**config.mk**
```make
export PLATFORM = sky130hd
export DESIGN_NAME = axis_pkt_fifo
export DESIGN_NICKNAME = d
export VERILOG_FILES = /design/src/rtl/axis_pkt_fifo_pkg.sv /design/src/rtl/axis_out_reg_slice.sv /design/src/rtl/axis_pkt_fifo.sv
export SDC_FILE = /design/constraint.sdc
export NUM_CORES = 1
export LEC_CHECK = 0
export BUFFER_PORTS_ARGS = -buffer_cell sky130_fd_sc_hd__buf_4
export CORE_MARGIN = 2
export CORE_UTILIZATION = 61
export DETAILED_ROUTE_END_ITERATION = 10
export MAX_ROUTING_LAYER = met4
export PLACE_DENSITY = 0.79
export REMOVE_ABC_BUFFERS = 1
export SLEW_MARGIN = 20
export SYNTH_ARGS = -nofsm -noshare
export SYNTH_HDL_FRONTEND = slang
export SYNTH_SLANG_ARGS = --single-unit
```
**constraint.sdc**
```tcl
create_clock -name clk -period 7.5 [get_ports clk]
set_input_delay 1.5 -clock clk [delete_from_list [all_inputs] [get_ports clk]]
set_output_delay 1.5 -clock clk [all_outputs]
set_load 0.01 [all_outputs]
```
**src/rtl/axis_pkt_fifo_pkg.sv**
```systemverilog
// Shared constants and helpers for the AXI-Stream packet FIFO.
// Holds the mode encodings, default widths and the stored-entry width calculation.
package axis_pkt_fifo_pkg;

    localparam int MODE_CUT_THROUGH = 0;
    localparam int MODE_STORE_FWD   = 1;

    localparam int DEF_DATA_WIDTH  = 32;
    localparam int DEF_DEPTH       = 16;
    localparam int DEF_TID_WIDTH   = 8;
    localparam int DEF_TDEST_WIDTH = 4;
    localparam int DEF_TUSER_WIDTH = 4;

    // tdata + tstrb + tkeep + tlast + tid + tdest + tuser
    function automatic int entry_width(input int dw, input int idw, input int dstw, input int usrw);
        return dw + 2 * (dw / 8) + 1 + idw + dstw + usrw;
    endfunction

endpackage

```
**src/rtl/axis_out_reg_slice.sv**
```systemverilog
// axis_out_reg_slice: one-entry register stage between the FIFO memory head and the master port.
// Latency: 1 cycle from in_vld to out_vld.
// Backpressure: in_rdy = !out_vld | out_rdy, so the slice reloads on the same cycle it drains.
module axis_out_reg_slice #(
    parameter int WIDTH = 8
) (
    input  logic             clk,
    input  logic             rst_n,
    input  logic             in_vld,
    output logic             in_rdy,
    input  logic [WIDTH-1:0] in_dat,
    output logic             out_vld,
    input  logic             out_rdy,
    output logic [WIDTH-1:0] out_dat
);

    logic             vld_q, vld_d;
    logic [WIDTH-1:0] dat_q, dat_d;
    logic             load;

    assign in_rdy  = !vld_q || out_rdy;
    assign load    = in_vld && in_rdy;
    assign out_vld = vld_q;
    assign out_dat = dat_q;

    always_comb begin
        vld_d = vld_q;
        dat_d = dat_q;
        if (load) begin
            vld_d = 1'b1;
            dat_d = in_dat;
        end else if (out_rdy) begin
            vld_d = 1'b0;
        end
    end

    always_ff @(posedge clk) begin
        if (!rst_n) begin
            vld_q <= 1'b0;
            dat_q <= '0;
        end else begin
            vld_q <= vld_d;
            dat_q <= dat_d;
        end
    end

endmodule

```
**src/rtl/axis_pkt_fifo.sv**
```systemverilog
// axis_pkt_fifo: AXI-Stream FIFO, cut-through or store-and-forward, with level/packet status.
// Latency: 1 cycle write-to-valid; 2 cycles when AXIS_PKT_FIFO_OUT_REG_EN adds the output slice.
// Backpressure: s_axis_tready = !full (low during reset and one cycle after); m_axis_* held while stalled.
module axis_pkt_fifo
    import axis_pkt_fifo_pkg::*;
#(
    parameter int DATA_WIDTH  = DEF_DATA_WIDTH,
    parameter int DEPTH       = DEF_DEPTH,
    parameter int TID_WIDTH   = DEF_TID_WIDTH,
    parameter int TDEST_WIDTH = DEF_TDEST_WIDTH,
    parameter int TUSER_WIDTH = DEF_TUSER_WIDTH,
    parameter int PACKET_MODE = MODE_CUT_THROUGH,
    parameter int AF_THRESH   = DEPTH - 2,
    parameter int AE_THRESH   = 2
) (
    input  logic                      clk,
    input  logic                      rst_n,

    input  logic                      s_axis_tvalid,
    output logic                      s_axis_tready,
    input  logic [DATA_WIDTH-1:0]     s_axis_tdata,
    input  logic [DATA_WIDTH/8-1:0]   s_axis_tstrb,
    input  logic [DATA_WIDTH/8-1:0]   s_axis_tkeep,
    input  logic                      s_axis_tlast,
    input  logic [TID_WIDTH-1:0]      s_axis_tid,
    input  logic [TDEST_WIDTH-1:0]    s_axis_tdest,
    input  logic [TUSER_WIDTH-1:0]    s_axis_tuser,

    output logic                      m_axis_tvalid,
    input  logic                      m_axis_tready,
    output logic [DATA_WIDTH-1:0]     m_axis_tdata,
    output logic [DATA_WIDTH/8-1:0]   m_axis_tstrb,
    output logic [DATA_WIDTH/8-1:0]   m_axis_tkeep,
    output logic                      m_axis_tlast,
    output logic [TID_WIDTH-1:0]      m_axis_tid,
    output logic [TDEST_WIDTH-1:0]    m_axis_tdest,
    output logic [TUSER_WIDTH-1:0]    m_axis_tuser,

    output logic [$clog2(DEPTH):0]    level,
    output logic                      almost_full,
    output logic                      almost_empty,
    output logic [$clog2(DEPTH):0]    pkt_count,
    output logic                      release_active
);

    localparam int AW = $clog2(DEPTH);
    localparam int LW = AW + 1;
    localparam int KW = DATA_WIDTH / 8;
    localparam int EW = entry_width(DATA_WIDTH, TID_WIDTH, TDEST_WIDTH, TUSER_WIDTH);
    localparam bit SF = (PACKET_MODE == MODE_STORE_FWD);

    localparam logic [LW-1:0] DEPTH_L = LW'(DEPTH);
    localparam logic [LW-1:0] AF_L    = LW'(AF_THRESH);
    localparam logic [LW-1:0] AE_L    = LW'(AE_THRESH);

    typedef struct packed {
        logic [DATA_WIDTH-1:0]  tdata;
        logic [KW-1:0]          tstrb;
        logic [KW-1:0]          tkeep;
        logic                   tlast;
        logic [TID_WIDTH-1:0]   tid;
        logic [TDEST_WIDTH-1:0] tdest;
        logic [TUSER_WIDTH-1:0] tuser;
    } beat_t;

    logic [EW-1:0] mem_q [DEPTH];

    logic [AW-1:0] wr_ptr_q, wr_ptr_d, rd_ptr_q, rd_ptr_d;
    logic [LW-1:0] level_q, level_d, pkt_cnt_q, pkt_cnt_d;
    logic          rel_q, rel_d, af_q, af_d, ae_q, ae_d, rdy_en_q;

    beat_t s_beat, head_beat, m_beat;
    logic  full, empty, wr_fire, head_vld, head_rdy, rd_fire, wr_tlast, rd_tlast;

    assign s_beat = '{tdata: s_axis_tdata, tstrb: s_axis_tstrb, tkeep: s_axis_tkeep,
                      tlast: s_axis_tlast, tid: s_axis_tid, tdest: s_axis_tdest,
                      tuser: s_axis_tuser};

    assign full          = (level_q == DEPTH_L);
    assign empty         = (level_q == '0);
    assign s_axis_tready = rdy_en_q && !full;
    assign wr_fire       = s_axis_tvalid && s_axis_tready;

    // In store-and-forward the head is only offered once a whole packet (or an oversize release) is present.
    assign head_beat = beat_t'(mem_q[rd_ptr_q]);
    assign head_vld  = !empty && (!SF || (pkt_cnt_q != '0) || rel_q);
    assign rd_fire   = head_vld && head_rdy;
    assign wr_tlast  = wr_fire && s_axis_tlast;
    assign rd_tlast  = rd_fire && head_beat.tlast;

    always_comb begin
        wr_ptr_d  = wr_ptr_q;
        rd_ptr_d  = rd_ptr_q;
        level_d   = level_q;
        pkt_cnt_d = pkt_cnt_q;

        if (wr_fire) wr_ptr_d = wr_ptr_q + AW'(1);
        if (rd_fire) rd_ptr_d = rd_ptr_q + AW'(1);

        if (wr_fire && !rd_fire)      level_d = level_q + LW'(1);
        else if (!wr_fire && rd_fire) level_d = level_q - LW'(1);

        if (wr_tlast && !rd_tlast)      pkt_cnt_d = pkt_cnt_q + LW'(1);
        else if (!wr_tlast && rd_tlast) pkt_cnt_d = pkt_cnt_q - LW'(1);

        // A full memory with no complete packet can never drain on its own, so stream it out.
        rel_d = SF && ((rel_q && !rd_tlast) || ((level_d == DEPTH_L) && (pkt_cnt_d == '0)));
        af_d  = (level_d >= AF_L);
        ae_d  = (level_d <= AE_L);
    end

    always_ff @(posedge clk) begin
        if (wr_fire) mem_q[wr_ptr_q] <= s_beat;
    end

    always_ff @(posedge clk) begin
        if (!rst_n) begin
            wr_ptr_q  <= '0;
            rd_ptr_q  <= '0;
            level_q   <= '0;
            pkt_cnt_q <= '0;
            rel_q     <= 1'b0;
            af_q      <= 1'b0;
            ae_q      <= 1'b1;
            rdy_en_q  <= 1'b0;
        end else begin
            wr_ptr_q  <= wr_ptr_d;
            rd_ptr_q  <= rd_ptr_d;
            level_q   <= level_d;
            pkt_cnt_q <= pkt_cnt_d;
            rel_q     <= rel_d;
            af_q      <= af_d;
            ae_q      <= ae_d;
            rdy_en_q  <= 1'b1;
        end
    end

`ifdef AXIS_PKT_FIFO_OUT_REG_EN
    logic [EW-1:0] slice_dat;

    axis_out_reg_slice #(
        .WIDTH (EW)
    ) u_out_slice (
        .clk     (clk),
        .rst_n   (rst_n),
        .in_vld  (head_vld),
        .in_rdy  (head_rdy),
        .in_dat  (head_beat),
        .out_vld (m_axis_tvalid),
        .out_rdy (m_axis_tready),
        .out_dat (slice_dat)
    );

    assign m_beat = beat_t'(slice_dat);
`else
    assign m_axis_tvalid = head_vld;
    assign head_rdy      = m_axis_tready;
    assign m_beat        = head_beat;
`endif

    assign m_axis_tdata   = m_beat.tdata;
    assign m_axis_tstrb   = m_beat.tstrb;
    assign m_axis_tkeep   = m_beat.tkeep;
    assign m_axis_tlast   = m_beat.tlast;
    assign m_axis_tid     = m_beat.tid;
    assign m_axis_tdest   = m_beat.tdest;
    assign m_axis_tuser   = m_beat.tuser;

    assign level          = level_q;
    assign pkt_count      = pkt_cnt_q;
    assign release_active = rel_q;
    assign almost_full    = af_q;
    assign almost_empty   = ae_q;

endmodule

```
==> impl_metrics.env, run 1 <==
export IMPL_status="finished, final reports clean"
export IMPL_ios=133
export IMPL_antenna_found_initial=0
export IMPL_start_util_pct=61.6
export IMPL_fp_dieH_microns=245
export IMPL_hold_path_class="reg2reg"
export IMPL_synthCells=1423
export IMPL_drive_above_1_share_pct=35.6
export IMPL_fp_dieW_microns=245
export IMPL_routabilityCongestion=0.763
export IMPL_grt_util_met2_pct=45.3
export IMPL_yosysWarnings=0
export IMPL_finClkSkew_ps=30.5
export IMPL_fin_cells=2443
export IMPL_dr_first_iter_drc_count=1940
export IMPL_critPathKind="reg2out"
export IMPL_r2r_slack_ps=3650
export IMPL_grt_pass1_wl_microns=118000
export IMPL_p_leak_nw=12.5
export IMPL_io_buffers=131
export IMPL_grt_pass1_vias=17200
export IMPL_ys_seq_area_share_pct=78.5
export IMPL_max_cap_viol_count=0
export IMPL_fp_coreArea_sq_um=57700
export IMPL_peakVddDrop_mv=0.298
export IMPL_synthToLayoutAreaGrowth_pct=13.9
export IMPL_wl_microns=79800
export IMPL_final_hold_viol_count=0
export IMPL_synth_top_area_share_pct=77.1
export IMPL_max_freq_ghz=0.194
export IMPL_viasPerCell=6.68
export IMPL_clkSinkCount=937
export IMPL_top_usage_layer="met2"
export IMPL_crit_fanout=60
export IMPL_dr_pass1_iters=7
export IMPL_synth_edff_count=912
export IMPL_cts_resized=0
export IMPL_dp_hpwl_microns=38400
export IMPL_cts_hold_buf=0
export IMPL_worst_pin_slew_ps=1130
export IMPL_vias=16300
export IMPL_p_per_area_nw_per_um2=314
export IMPL_cts_tree="built"
export IMPL_ys_types=42
export IMPL_overflow=0
export IMPL_rows=88
export IMPL_crit_path_start_kind="flip-flop"
export IMPL_ys_ff_latch=937
export IMPL_rsz0062_at_grt="no"
export IMPL_track_usage_pct=28.4
export IMPL_drv_slew=0
export IMPL_clk_pin_slew_worst_paths_ps=60
export IMPL_clockBufferDepth=3
export IMPL_power_w=0.0127
export IMPL_setup_violations=0
export IMPL_placedCellCount=2279
export IMPL_final_common_cell="edfxtp_1"
export IMPL_async_flop_share_pct=0
export IMPL_root_buffer="clkbuf_16"
export IMPL_yosysTopAreaCell="edfxtp_1"
export IMPL_h_tree_depth=3
export IMPL_setup_worst_path_end_class="output port"
export IMPL_cp_required_ps=6000
export IMPL_postCtsSetupBuffers=0
export IMPL_grt_max_degree=117
export IMPL_ys_flop_type="edfxtp_1"
export IMPL_clk_latency_ps=660
export IMPL_finalCriticalPeriod_ps=5150
export IMPL_drc=0
export IMPL_avgRoutedWirePerCell_microns=32.7
export IMPL_grt_util_met3_pct=4.74
export IMPL_relSlewSlack_pct=24.6
export IMPL_synth_area_leaders="edfxtp_1, mux4_2, dfxtp_1"
export IMPL_final_nets=1679
export IMPL_grt_use_met1_pct=38.8
export IMPL_ant_nets=0
export IMPL_fill_cells=3278
export IMPL_layout_common_cells="edfxtp_1, mux4_2, buf_4"
export IMPL_die_area_sq_um=60200
export IMPL_fin_crit_sh_pct=68.7
export IMPL_syn_area_per_cell_sq_um=25.0
export IMPL_cts_buffers=90
export IMPL_syn_area_sq_um=35500
export IMPL_arrival_ps=3650
==> state kept, by name, indices dropped and copies added (netlist names), named ones only <==
signal        count
almost_empty      1
almost_full       1
level             5
mem_q           912
pkt_count         5
rd_ptr_q          4
rdy_en_q          1
wr_ptr_q          4
==> kinds of logic after synthesis <==
logic type	count (synthesis)	share of synthesized area [%]
AO/OA/AOI/OAI	23	0.493
XOR/XNOR	12	0.296
adder cells (fa/ha/maj)	12	0.444
buffers and inverters	78	1.11
flip-flops	937	78.5
multiplexers	289	18.2
other	1	0.0106
AND/OR/NAND/NOR	71	1.00
==> synthesized netlist by cell type (2+ instances only) <==
cell type / number
edfxtp_1: 912
mux4_2: 285
nor2_1: 30
dfxtp_1: 25
buf_2: 23
clkbuf_1: 20
nand2_1: 15
buf_1: 13
ha_1: 11
buf_4: 9
a21oi_1: 7
inv_1: 7
xnor2_1: 7
buf_6: 5
nor3_1: 5
xor2_1: 5
and2_1: 4
mux2i_1: 4
nand4_1: 4
o21ai_0: 4
and3_1: 3
or3_1: 3
a21o_1: 2
nand2b_1: 2
==> final cells by class <==
class / count / area, sq um / area share (%)
Timing Repair Buffer: 161 / 1320 / 3.27
Sequential cell: 937 / 27900 / 69.0
Tap cell: 765 / 957 / 2.37
Multi-Input combinational cell: 408 / 7370 / 18.2
Antenna cell: 1 / 2.50 / 0.00618
Clock inverter: 56 / 569 / 1.41
Inverter: 8 / 30.0 / 0.0742
Clock buffer: 107 / 2320 / 5.72
==> per-layer routing <==
metal | share of wire (%) | vias to the layer above
met3 | 8.3 | 167
met1 | 37 | 8709
met5 | 0 | -
li1 | - | 6505
met4 | 2.6 | 0
met2 | 52 | 929
==> path summary, 6_finish.rpt <==
kind | cells past startpoint | from | to
worst max-delay path | 4 | flip-flop | m_axis_tkeep[3]
worst min-delay path | 2 | rd_ptr_q[1] | flip-flop
worst max register to register | 11 | flip-flop | pkt_count[4]
worst min register to register | 2 | rd_ptr_q[1] | flip-flop
==> power breakdown <==
| group | switching [W] | total (W) | leakage (nW) | internal, W |
|---|---|---|---|---|
| Combinational | 0.00105 | 0.00234 | 2.71 | 0.00130 |
| Clock | 0.00192 | 0.00445 | 1.39 | 0.00253 |
| Sequential | 0.000131 | 0.00593 | 8.42 | 0.00580 |
| Total | 0.00310 | 0.0127 | 12.5 | 0.00963 |
==> stage by stage <==
stage	hold WS (ps)	TNS (ps)	worst slack [ps]	util [%]	cell area, sq um
floorplan	468	-276380	-4660	-	35200
global placement	473	0	2950	64.9	37500
detailed placement	480	0	2990	65.1	37600
CTS	489	0	2240	70.1	40500
global route	530	0	2120	70.1	40500
finish	491	0	2350	70.1	40500
==> worst max-delay path: stages, from the launching register on <==
cell and delay [ps]:
dfxtp_4 970, buf_4 750, mux4_2 460, mux4_2 530
buf_4 170
Note: power is estimated with default switching activity, not from simulation.
==> inputs of run 2 (changes only) <==
- ABC_AREA: not set -> 1
- clock period: 7.5 -> 5.1 ns (I/O delays scaled with it)
==> impl_metrics.env, run 2 <==
export IMPL_regMostFlops="mem_q"
export IMPL_path_cells="inv_6 -> buf_4 -> o21ai_1 -> o211ai_1 -> nand2_1 -> buf_4"
export IMPL_yosysTopAreaCell="edfxtp_1"
export IMPL_clk_pin_slew_worst_paths_ps=60
export IMPL_synth_edff_count=912
export IMPL_peakVddDrop_mv=0.281
export IMPL_yosysWarnings=0
export IMPL_crit_fanout=110
export IMPL_pre_cts_ws_ps=1490
export IMPL_synthCells=2586
export IMPL_top_layer="met4"
export IMPL_fin_cells=3551
export IMPL_viasPerCell=6.21
export IMPL_start_util_pct=61.4
export IMPL_finalHoldWorstSlack_ps=477
export IMPL_async_flop_share_pct=0
export IMPL_io_buffers=131
export IMPL_setup_violations=0
export IMPL_drc=0
export IMPL_wl_met3_microns=8040
export IMPL_syn_area_sq_um=37700
export IMPL_relSlewSlack_pct=22.7
export IMPL_fp_dieH_microns=253
export IMPL_p_leak_nw=14.3
export IMPL_ys_types=41
export IMPL_syn_area_per_cell_sq_um=14.6
export IMPL_ant_nets=0
export IMPL_synthXorXnorAreaFrac_pct=0.139
export IMPL_ys_seq_area_share_pct=74.0
export IMPL_drv_slew=0
export IMPL_synthMostInstantiatedCell="edfxtp_1"
export IMPL_worst_pin_slew_ps=1160
export IMPL_yosys_top_cells_count="edfxtp_1, o21ai_0, inv_1, a21oi_1, mux2i_1"
export IMPL_wl_microns=83500
export IMPL_synth_simple_gate_area_share_pct=2.85
export IMPL_dp_hpwl_microns=40700
export IMPL_cts_buffers=90
export IMPL_avgRoutedWirePerCell_microns=23.5
export IMPL_synth_top_area_share_pct=72.7
export IMPL_dr_first_iter_drc_count=2614
export IMPL_routabilityCongestion=0.795
export IMPL_fp_coreArea_sq_um=61400
export IMPL_routed_wl_met2_microns=40100
export IMPL_p_per_area_nw_per_um2=436
export IMPL_cts_resized=0
export IMPL_grt_max_degree=147
export IMPL_critPathKind="reg2out"
export IMPL_hold_path_class="reg2reg"
export IMPL_root_buffer="clkbuf_16"
export IMPL_grt_pass1_vias=21800
export IMPL_vias=22000
export IMPL_cts_tree="built"
export IMPL_placedCellCount=3381
export IMPL_layout_common_cells="edfxtp_1, o21ai_0, inv_1"
export IMPL_max_freq_ghz=0.238
export IMPL_final_hold_viol_count=0
export IMPL_status="finished, final reports clean"
export IMPL_synthToLayoutAreaGrowth_pct=12.1
export IMPL_overflow=0
export IMPL_track_usage_pct=27.1
export IMPL_synth_fa_ha_area_share_pct=0.418
export IMPL_max_cap_viol_count=0
export IMPL_setup_worst_path_end_class="output port"
export IMPL_fp_dieW_microns=253
export IMPL_fin_crit_sh_pct=82.5
export IMPL_fin_setup_tns_ps=0
export IMPL_final_nets=2756
export IMPL_h_tree_depth=3
export IMPL_cp_required_ps=4080
export IMPL_clk_latency_ps=650
export IMPL_synth_top_family_by_area="compound AO/OA/AOI/OAI gates"
export IMPL_antenna_found_initial=7
export IMPL_clockBufferDepth=3
export IMPL_ys_ff_latch=937
export IMPL_crit_path_start_kind="flip-flop"
export IMPL_synth_area_leaders="edfxtp_1, mux2i_1, o211ai_1"
export IMPL_ios=133
export IMPL_die_area_sq_um=63800
export IMPL_grt_pass1_wl_microns=126000
export IMPL_rsz0062_at_grt="no"
export IMPL_largest_register_ffs=912
export IMPL_critPathMostFrequentCell="buf_4"
export IMPL_cts_hold_buf=0
export IMPL_cp_slowest_cell="inv_6"
export IMPL_critical_path_max_stage_delay_ps=770
export IMPL_final_common_cell="edfxtp_1"
export IMPL_rows=91
export IMPL_postCtsSetupBuffers=0
export IMPL_drive_above_1_share_pct=12.1
export IMPL_synth_compound_area_share_pct=11.4
export IMPL_clkSinkCount=937
export IMPL_wl_met1_microns=33300
export IMPL_arrival_ps=3190
export IMPL_fin_util_pct=68.8
export IMPL_finClkSkew_ps=24.8
export IMPL_fin_ws_ps=891
export IMPL_dr_pass1_iters=6
export IMPL_ys_flop_type="edfxtp_1"
export IMPL_muxShareOfSynthArea_pct=6.06
export IMPL_finalCriticalPeriod_ps=4210
## run 2: report_power, final
part,internal [W],leakage (nW),switching [W],total [W]
Clock,0.00361,1.36,0.00274,0.00635
Combinational,0.00131,4.52,0.00207,0.00339
Sequential,0.00853,8.42,0.000130,0.00866
## run 2: worst max-delay path, delay by kind of cell (launching register included)
family                 cells  cell delay (ps)
buffers and inverters      3             1400
DFF                        1              540
AOI/OAI and AO/OA          2              360
and+or+nand+nor            1              170
## run 2: logic make-up (layout without fill, tap and decap cells)
family,count (synthesis),after routing
buf+inv,421,589
simple gates,239,239
fa+ha+maj,12,12
compound gates,742,742
other cells,1,8
flops,937,937
mux,228,228
xor+xnor,6,6
## run 2: final cells by class
class / instances / area, sq um
Timing Repair Buffer: 170 / 1550
Clock inverter: 49 / 423
Tap cell: 790 / 988
Inverter: 256 / 970
Antenna cell: 7 / 17.5
Fill cell: 3889 / 19100
Clock buffer: 114 / 2380
Multi-Input combinational cell: 1228 / 8000
Sequential cell: 937 / 27900
## run 2: routing by layer
layer  vias up  track usage [%]
met5         -                -
met4         0             8.89
met3       163             4.89
met2      1123             41.9
met1     10800             37.1
li1       9905                -
## run 2: metrics by stage
stage	power, W	cell area [sq um]
finish	0.0184	42200
global route	0.0191	42200
CTS	0.0185	42200
detailed placement	0.0121	39400
global placement	0.0120	39400
floorplan	0.0114	36700
## run 2: worst paths after layout
| kind | start | endpoint | slack, ps | depth (start not counted) |
|---|---|---|---|---|
| max | flip-flop | m_axis_tdata[15] | 890 | 6 |
| min | pkt_count[4] | pkt_count[4] | 480 | 2 |
| max reg2reg | flip-flop | pkt_count[4] | 1430 | 15 |
| min reg2reg | pkt_count[4] | pkt_count[4] | 480 | 2 |
